File: src/rtl/fp_issue_sched.sv
// fp_issue_sched: round-robin issue of one FP op at a time to the execute unit, with FMA timeout and writeback hold.
module fp_issue_sched #(
  parameter int TIMEOUT = 64
) (
  input  logic        clk,
  input  logic        rst,
  input  logic [3:0]  req_valid,
  input  logic [3:0]  req_is_fma,
  input  logic [19:0] req_tag,
  output logic [3:0]  req_ready,
  output logic        exe_enable,
  output logic [1:0]  exe_sel,
  input  logic        exe_ready,
  input  logic [31:0] exe_result,
  input  logic [4:0]  exe_flags,
  output logic        wb_valid,
  input  logic        wb_ready,
  output logic [31:0] wb_result,
  output logic [4:0]  wb_flags,
  output logic [4:0]  wb_tag,
  output logic [1:0]  wb_id,
  output logic [4:0]  fflags,
  input  logic        fflags_clr,
  output logic        err_timeout
);
  typedef enum logic [1:0] {IDLE, EXEC, WB} state_t;
  state_t      state_q, state_d;
  logic [1:0]  rr_q, rr_d, id_q, id_d, g;
  logic        fma_q, fma_d;
  logic [4:0]  tag_q, tag_d, flags_q, flags_d, fflags_q, fflags_d;
  logic [31:0] res_q, res_d;
  logic [7:0]  cnt_q, cnt_d;
  logic        grant, cap, tmo, hs;
  always_comb begin
    g = rr_q;
    for (int i = 4; i >= 1; i--)
      if (req_valid[rr_q + 2'(i)]) g = rr_q + 2'(i);
    grant = state_q == IDLE && |req_valid && !rst;
    cap   = state_q == EXEC && (!fma_q || exe_ready);
    tmo   = state_q == EXEC && fma_q && !exe_ready && cnt_q == 8'(TIMEOUT - 1);
    hs    = state_q == WB && wb_ready;
  end
  always_ff @(posedge clk) begin
    if (rst) begin
      state_q  <= IDLE;
      rr_q     <= 2'd3;
      id_q     <= '0;
      fma_q    <= 1'b0;
      tag_q    <= '0;
      res_q    <= '0;
      flags_q  <= '0;
      fflags_q <= '0;
      cnt_q    <= '0;
    end else begin
      state_q  <= state_d;
      rr_q     <= rr_d;
      id_q     <= id_d;
      fma_q    <= fma_d;
      tag_q    <= tag_d;
      res_q    <= res_d;
      flags_q  <= flags_d;
      fflags_q <= fflags_d;
      cnt_q    <= cnt_d;
    end
  end
  always_comb begin
    state_d = grant ? EXEC : (cap || tmo) ? WB : hs ? IDLE : state_q;
  end
  always_comb begin
    rr_d     = grant ? g : rr_q;
    id_d     = grant ? g : id_q;
    fma_d    = grant ? req_is_fma[g] : fma_q;
    tag_d    = grant ? req_tag[5*g +: 5] : tag_q;
    cnt_d    = grant ? 8'd0 : state_q == EXEC ? cnt_q + 8'd1 : cnt_q;
    res_d    = cap ? exe_result : tmo ? 32'h0 : res_q;
    flags_d  = cap ? exe_flags : tmo ? 5'b10000 : flags_q;
    // a clear coincident with a handshake keeps only the new op's flags
    fflags_d = fflags_clr ? (hs ? flags_q : 5'b0) : hs ? fflags_q | flags_q : fflags_q;
  end
  always_comb begin
    req_ready   = grant ? 4'(1) << g : 4'b0;
    exe_enable  = state_q == EXEC;
    exe_sel     = state_q == EXEC ? id_q : 2'b0;
    wb_valid    = state_q == WB;
    wb_result   = res_q;
    wb_flags    = flags_q;
    wb_tag      = tag_q;
    wb_id       = id_q;
    fflags      = fflags_q;
    err_timeout = tmo;
  end
endmodule

File: config.mk
export PLATFORM = sky130hd
export DESIGN_NAME = fp_issue_sched
export DESIGN_NICKNAME = d
export VERILOG_FILES = /design/src/rtl/fp_issue_sched.sv
export SDC_FILE = /design/constraint.sdc
export NUM_CORES = 1
export LEC_CHECK = 0
export ABC_AREA = 1
export CORE_MARGIN = 2
export CORE_UTILIZATION = 41
export DETAILED_ROUTE_END_ITERATION = 7
export HOLD_SLACK_MARGIN = 0.15
export PLACE_DENSITY = 0.9
export SLEW_MARGIN = 20
export SYNTH_ARGS = -nofsm -noshare
export SYNTH_HDL_FRONTEND = slang
export SYNTH_SLANG_ARGS = --single-unit
File: constraint.sdc
create_clock -name clk -period 2.1 [get_ports clk]
set_input_delay 0.315 -clock clk [delete_from_list [all_inputs] [get_ports clk]]
set_output_delay 0.315 -clock clk [all_outputs]
set_load 0.02 [all_outputs]
Word-level counts from Yosys, hierarchy flattened:

Cells that the tools add are included.

* shifts and indexed selects: 2
* multipliers: 1
* add/subtract/negate cells: 4
* $lt $le $gt $ge: 4
* reductions and logical operators: 19
* eq/ne operators: 3
* bitwise gates (word level): 1
* muxes and demuxes: 23

Operator list (count)
* 2-to-1 mux 32 bit: 2
* 2-to-1 mux 5 bit: 5
* indexed part select 20 x 6 -> 5 bit: 1
* less-than comparator 2 x 3 -> 1 bit (second input constant): 4
* 2-to-1 mux 2 bit: 6
* adder 8 x 1 -> 8 bit (second input constant): 1
* binary-select mux 1 bit (select 2 bit): 4
* == test 8 x 6 -> 1 bit (second input constant): 1
* logical AND 1 bit: 7
* nonzero test 2 bit: 3
* multiplier 3 x 2 -> 5 bit (first input constant): 1
* 2-to-1 mux 1 bit: 5
* bitwise OR 5 bit: 1
* adder 2 bit (second input constant): 2
* 2-to-1 mux 4 bit: 1
* OR reduction 4 bit: 1
* << shifter 1 x 2 -> 4 bit (first input constant): 1
* logical NOT 1 bit: 3
* nonzero test 3 bit: 1
* adder 2 x 1 -> 2 bit (second input constant): 1
* == test 2 x 1 -> 1 bit (second input constant): 1
* == test 2 bit (second input constant): 1
* logical NOT 2 bit: 1
* logical OR 1 bit: 2
* OR reduction 2 bit: 1

* output and inout bits: 58
* flip-flop bits (word level): 62
* bits of input ports: 70

Depth between registers and ports, before layout:

* word-level depth: 8
* gate-level depth with buffers: 15
* gate-level depth less buffers: 15

Worst setup path before layout:

Ideal clock, no wire load.

* path type: register to output
* from: register state_q[0]
* to: output port err_timeout
* data arrival time: 1.699 ns
* path buffers: 0
* slack: 0.086 ns
* stages on the path, launching flop included: 8
* path through: dfxtp_1 -> inv_1 -> nor2_4 -> inv_2 -> nor3b_1 -> nand2_1 -> or2_1 -> nor3_1

* longest elaborated chain between the ends: 4

RTL lines
* start, declared: line 27 `state_t state_q, state_d;`
* start signal, assigned: line 55 `state_q <= state_d;`
* == test 2 x 1 -> 1 bit
* via exe_enable: line 11 `output logic exe_enable,`
* logical AND 1 bit (3 in series): line 40 `tmo = state_q == EXEC && fma_q && !exe_ready && cnt_q == 8'(TIMEOUT - 1);`
* end, declared: line 24 `output logic err_timeout`

The timed path passes the listed nets, and every way through them passes these cells.

Worst setup path after layout:

* from: register rr_q[0]
* to: output port req_ready[3]

* longest elaborated chain between the ends: 8
* elaborated cells between the ends (all ways): 14
* those cells by class: 3 x add/sub; 1 x shift; 10 x mux

RTL lines
* start, declared: line 28 `logic [1:0] rr_q, rr_d, id_q, id_d, g;`
* start signal, assigned: line 56 `rr_q <= rr_d;`
* adder 2 bit: line 37 `if (req_valid[rr_q + 2'(i)]) g = rr_q + 2'(i);`
* binary-select mux 1 bit (select 2 bit): line 37
* 2-to-1 mux 1 bit (not written as such): line 37
* 2-to-1 mux 2 bit (2 in series): line 37
* 2-to-1 mux 2 bit *: line 37
* << shifter 1 x 2 -> 4 bit *: line 81 `req_ready = grant ? 4'(1) << g : 4'b0;`
* 2-to-1 mux 4 bit *: line 81
* end, declared: line 10 `output logic [3:0] req_ready,`

Mark *: on every way between the ends. The rest lies on a longest branch, timed or not. The select of a mux whose other input is x is not followed.

==> reports/results.tsv <==
metric	value	unit
result_of_the_run	complete, but fails checks	
failed_checks	setup timing	
hold_violations	0	
skew	0.0121	ns
power_frac_seq	24.8	%
end_kind	output pin	
worstRegToRegCells	16	
fin_area	0.00465	mm^2
setup.worst_path.class	reg2out	
power.leakage	1.95	nW
rsz0062_at_grt	yes	
cts-root-buf	sky130_fd_sc_hd__clkbuf_8	
min_path_type	reg2reg	
report.final.slew_viol_count	0	
drt-pass1-iter-count	4	
floorplan.rows	29	
cp-start-kind	flop	
number_of_warnings_printed_during_yosys_synthesis	0	
floorplan.io_pins	128	
number_of_h_tree_branching_levels	3	
synth_area_leader_cell	sky130_fd_sc_hd__dfxtp_1	
viasPerCell	4.95	
ys_top_cells_by_area	sky130_fd_sc_hd__dfxtp_1 46%, sky130_fd_sc_hd__nand2_1 21%, sky130_fd_sc_hd__a21oi_1 8.7%, sky130_fd_sc_hd__nand3_1 5.4%, sky130_fd_sc_hd__inv_1 2.8%	
netlist.area_leader.share	46.0	%
io_buffers	127	
totalWireLength	8930	um
drv.max_cap_violation_count	0	
layout_setup_ws	-0.126	ns
wl_per_cell	14.2	um
antenna_left	0	
die_width	85.1	um
finalWorstPathRequiredPeriod	2.23	ns
mappedNetlistNets	454	
slew_headroom	70.4	%
critical_path.max_fanout	6	
clk-insertion-delay-late	0.34	ns
syn_to_final_growth	72.3	%
whs_path_depth	2	
sequential_fraction_of_the_synthesis_area	46.0	%
effective_utilization_at_floorplan	42.5	%
crit_chain	inv_4, nand2_1, nand2_1, nand2_2, nand2_2, inv_2, nand2_4, nand2_4, nand2_4, nand2_4, nor2_4, inv_2, nor2_2, buf_6	
wire_length_of_the_first_global_routing_pass	13500	um
die-area	0.00724	mm^2
first_global_vias	3060	
core_outline_area	0.00635	mm^2
critical_path.most_common_cell	sky130_fd_sc_hd__nand2_4	
achievable-frequency	449	MHz
die_h	85.1	um
tightestPinTransition	0.444	ns
grt_start_max_net_pins	45	
detailed_route_drc_error_count	0	
powerDensity	1440	mW/mm^2
clock_path_buffers	2	
route.vias.total	3106	
gp_congestion	0.892	
clkTransAtPathRegs	0.07	ns
global_route.overflow_total	0	
initialDrtViolationCount	152	
final.fill_count	470	
postSynthRegisterBits	62	
total_switching_power	2.94	mW
postSynthAreaPerCell	7.04	um^2
synth.cell_area	0.00270	mm^2
num_antenna_cells	0	
numClockSinks	62	
p_sw_share	43.8	%
power.share.clock	15.9	%
nets	617	
dpl-instance-area	0.00424	mm^2
ir_drop	0.00112	V
gate_power_share	59.3	%
timing.critical_path.arrival	1.91	ns
cts_tree	yes	
postSynthCellCount	383	
tritoncts.num_buffers	9	
critical-path-slowest-cell	sky130_fd_sc_hd__dfxtp_4	
post-route-period-util	106	%
final-setup-viol-count	4	
worst_ep_required_time	1.78	ns
post_route_cells_drive_above_1_share	18.5	%
track_usage	23.2	%
hold_slack	0.454	ns
synth_cell_type_count	29	
internal_power	3.77	mW
antenna_found_initial	0	
crit_path_max_incr_delay	0.38	ns
dpl_wire_length	6190	um
-- Yosys cell counts --
| library cell | instances |
|---|---|
| sky130_fd_sc_hd__nor3b_1 | 2 |
| sky130_fd_sc_hd__nor4_1 | 1 |
| sky130_fd_sc_hd__o31ai_1 | 1 |
| sky130_fd_sc_hd__nand3_1 | 29 |
| sky130_fd_sc_hd__o21ai_1 | 1 |
| sky130_fd_sc_hd__nor3_1 | 3 |
| sky130_fd_sc_hd__buf_6 | 2 |
| sky130_fd_sc_hd__ha_1 | 1 |
| sky130_fd_sc_hd__nor2_1 | 15 |
| sky130_fd_sc_hd__buf_2 | 3 |
| sky130_fd_sc_hd__nand4_1 | 3 |
| sky130_fd_sc_hd__dfxtp_1 | 62 |
| sky130_fd_sc_hd__a21oi_1 | 47 |
| sky130_fd_sc_hd__nand2_1 | 151 |
| sky130_fd_sc_hd__buf_1 | 3 |
| sky130_fd_sc_hd__o21ai_2 | 2 |
| sky130_fd_sc_hd__xor2_1 | 1 |
| sky130_fd_sc_hd__inv_2 | 4 |
| sky130_fd_sc_hd__o21ai_0 | 7 |
| sky130_fd_sc_hd__or2_1 | 1 |
| sky130_fd_sc_hd__xnor2_1 | 1 |
| sky130_fd_sc_hd__inv_1 | 20 |
| sky130_fd_sc_hd__and3_1 | 1 |
| sky130_fd_sc_hd__clkinv_1 | 3 |
| sky130_fd_sc_hd__nand3_4 | 1 |
| sky130_fd_sc_hd__clkbuf_1 | 6 |
| sky130_fd_sc_hd__nand2_2 | 7 |
| sky130_fd_sc_hd__nand2_4 | 4 |
| sky130_fd_sc_hd__nor2_4 | 1 |
-- path summary, 6_finish.rpt --
kind / slack (ns) / startpoint / endpoint
setup / recovery: -0.13 / rr_q[0] / req_ready[3]
hold / removal: 0.45 / wb_tag[3] / wb_tag[3]
setup reg to reg: 0.24 / rr_q[0] / fma_q
hold reg to reg: 0.45 / wb_tag[3] / wb_tag[3]
-- worst max-delay path, delay by kind of cell, from the launching register on --
family	cells	cell delay [ns]
and+or+nand+nor	10	0.86
DFF	1	0.38
buffers and inverters	4	0.34
-- metal layers --
layer  up-vias  part of all wire, %  global-route usage (%)
met5         -                    0                       0
met4         0                  3.6                    11.4
met3        26                  6.0                    5.16
met2       116                   52                    41.4
met1      1407                   38                    25.9
li1       1557                    -                       -
-- kinds of logic (layout without fill, tap and decap cells) --
kind of cell             Yosys count  in the layout  share of synthesized area (%)
AO/OA/AOI/OAI                     58             58                           11.1
flip-flops                        62             62                           46.0
AND/OR/NAND/NOR                  219            219                           35.3
buffers and inverters             41            209                           6.40
adder cells (fa/ha/maj)            1              1                          0.464
XOR/XNOR                           2              2                          0.649
-- layout by cell type (no fill, tap or decap), types with 3 or more instances in the layout --
master                            instances
sky130_fd_sc_hd__nand2_1                145
sky130_fd_sc_hd__clkdlybuf4s50_1        116
sky130_fd_sc_hd__dfxtp_1                 58
sky130_fd_sc_hd__a21oi_1                 47
sky130_fd_sc_hd__buf_4                   37
sky130_fd_sc_hd__nand3_1                 27
sky130_fd_sc_hd__inv_1                   17
sky130_fd_sc_hd__nand2_2                 11
sky130_fd_sc_hd__nor2_1                  10
sky130_fd_sc_hd__clkbuf_8                10
sky130_fd_sc_hd__o21ai_0                  7
sky130_fd_sc_hd__nand2_4                  6
sky130_fd_sc_hd__buf_6                    6
sky130_fd_sc_hd__nor2_4                   5
sky130_fd_sc_hd__inv_2                    5
sky130_fd_sc_hd__dlygate4sd2_1            4
sky130_fd_sc_hd__nand4_1                  3
sky130_fd_sc_hd__clkinv_1                 3
-- repair_timing --
action,4_1_cts,5_1_grt
gates resized for setup,46,32
endpoints found under the setup margin,6,6
hold buffers,0,0
pin swaps,2,13
buffers inserted,2,6
-- registers in the layout, indices dropped and copies added, names as in the netlist --
signal / cells
cnt_q: 8
wb_id: 2
fma_q: 1
wb_result: 32
rr_q: 2
fflags: 5
wb_tag: 5
wb_flags: 5
state_q: 2
-- power by group through the flow --
| stage | Sequential (mW) | Combinational [mW] | Clock [mW] |
|---|---|---|---|
| after floorplan | 1.91 | 1.79 | 0 |
| after global routing | 1.69 | 4.29 | 1.15 |
| after detailed placement | 1.66 | 3.52 | 0 |
| final | 1.66 | 3.98 | 1.07 |
| after CTS | 1.64 | 3.60 | 1.10 |
| after global placement | 1.64 | 3.42 | 0 |
-- cell type report --
type	instances	area (um^2)	area share [%]
multi-input combinational	280	1400	30.2
clock inverter	6	67.6	1.45
inverter	27	106	2.29
clock buffer	10	138	2.96
sequential	62	1250	26.9
timing repair buffer	166	1590	34.1
tap	77	96.3	2.07
-- per-stage QoR --
step,setup slack (ns),util (%),cells,power (mW),setup TNS [ns]
4_1_cts,-0.0274,70.7,622,6.33,-0.110
3_5_place_dp,-0.633,66.8,604,5.18,-2.43
6_report,-0.126,73.2,628,6.71,-0.283
2_1_floorplan,0.0856,-,383,3.70,0
5_1_grt,-0.192,73.2,628,7.13,-0.612
3_3_place_gp,-0.472,66.8,604,5.07,-1.92
No activity file was read; power rests on OpenSTA's default activity.
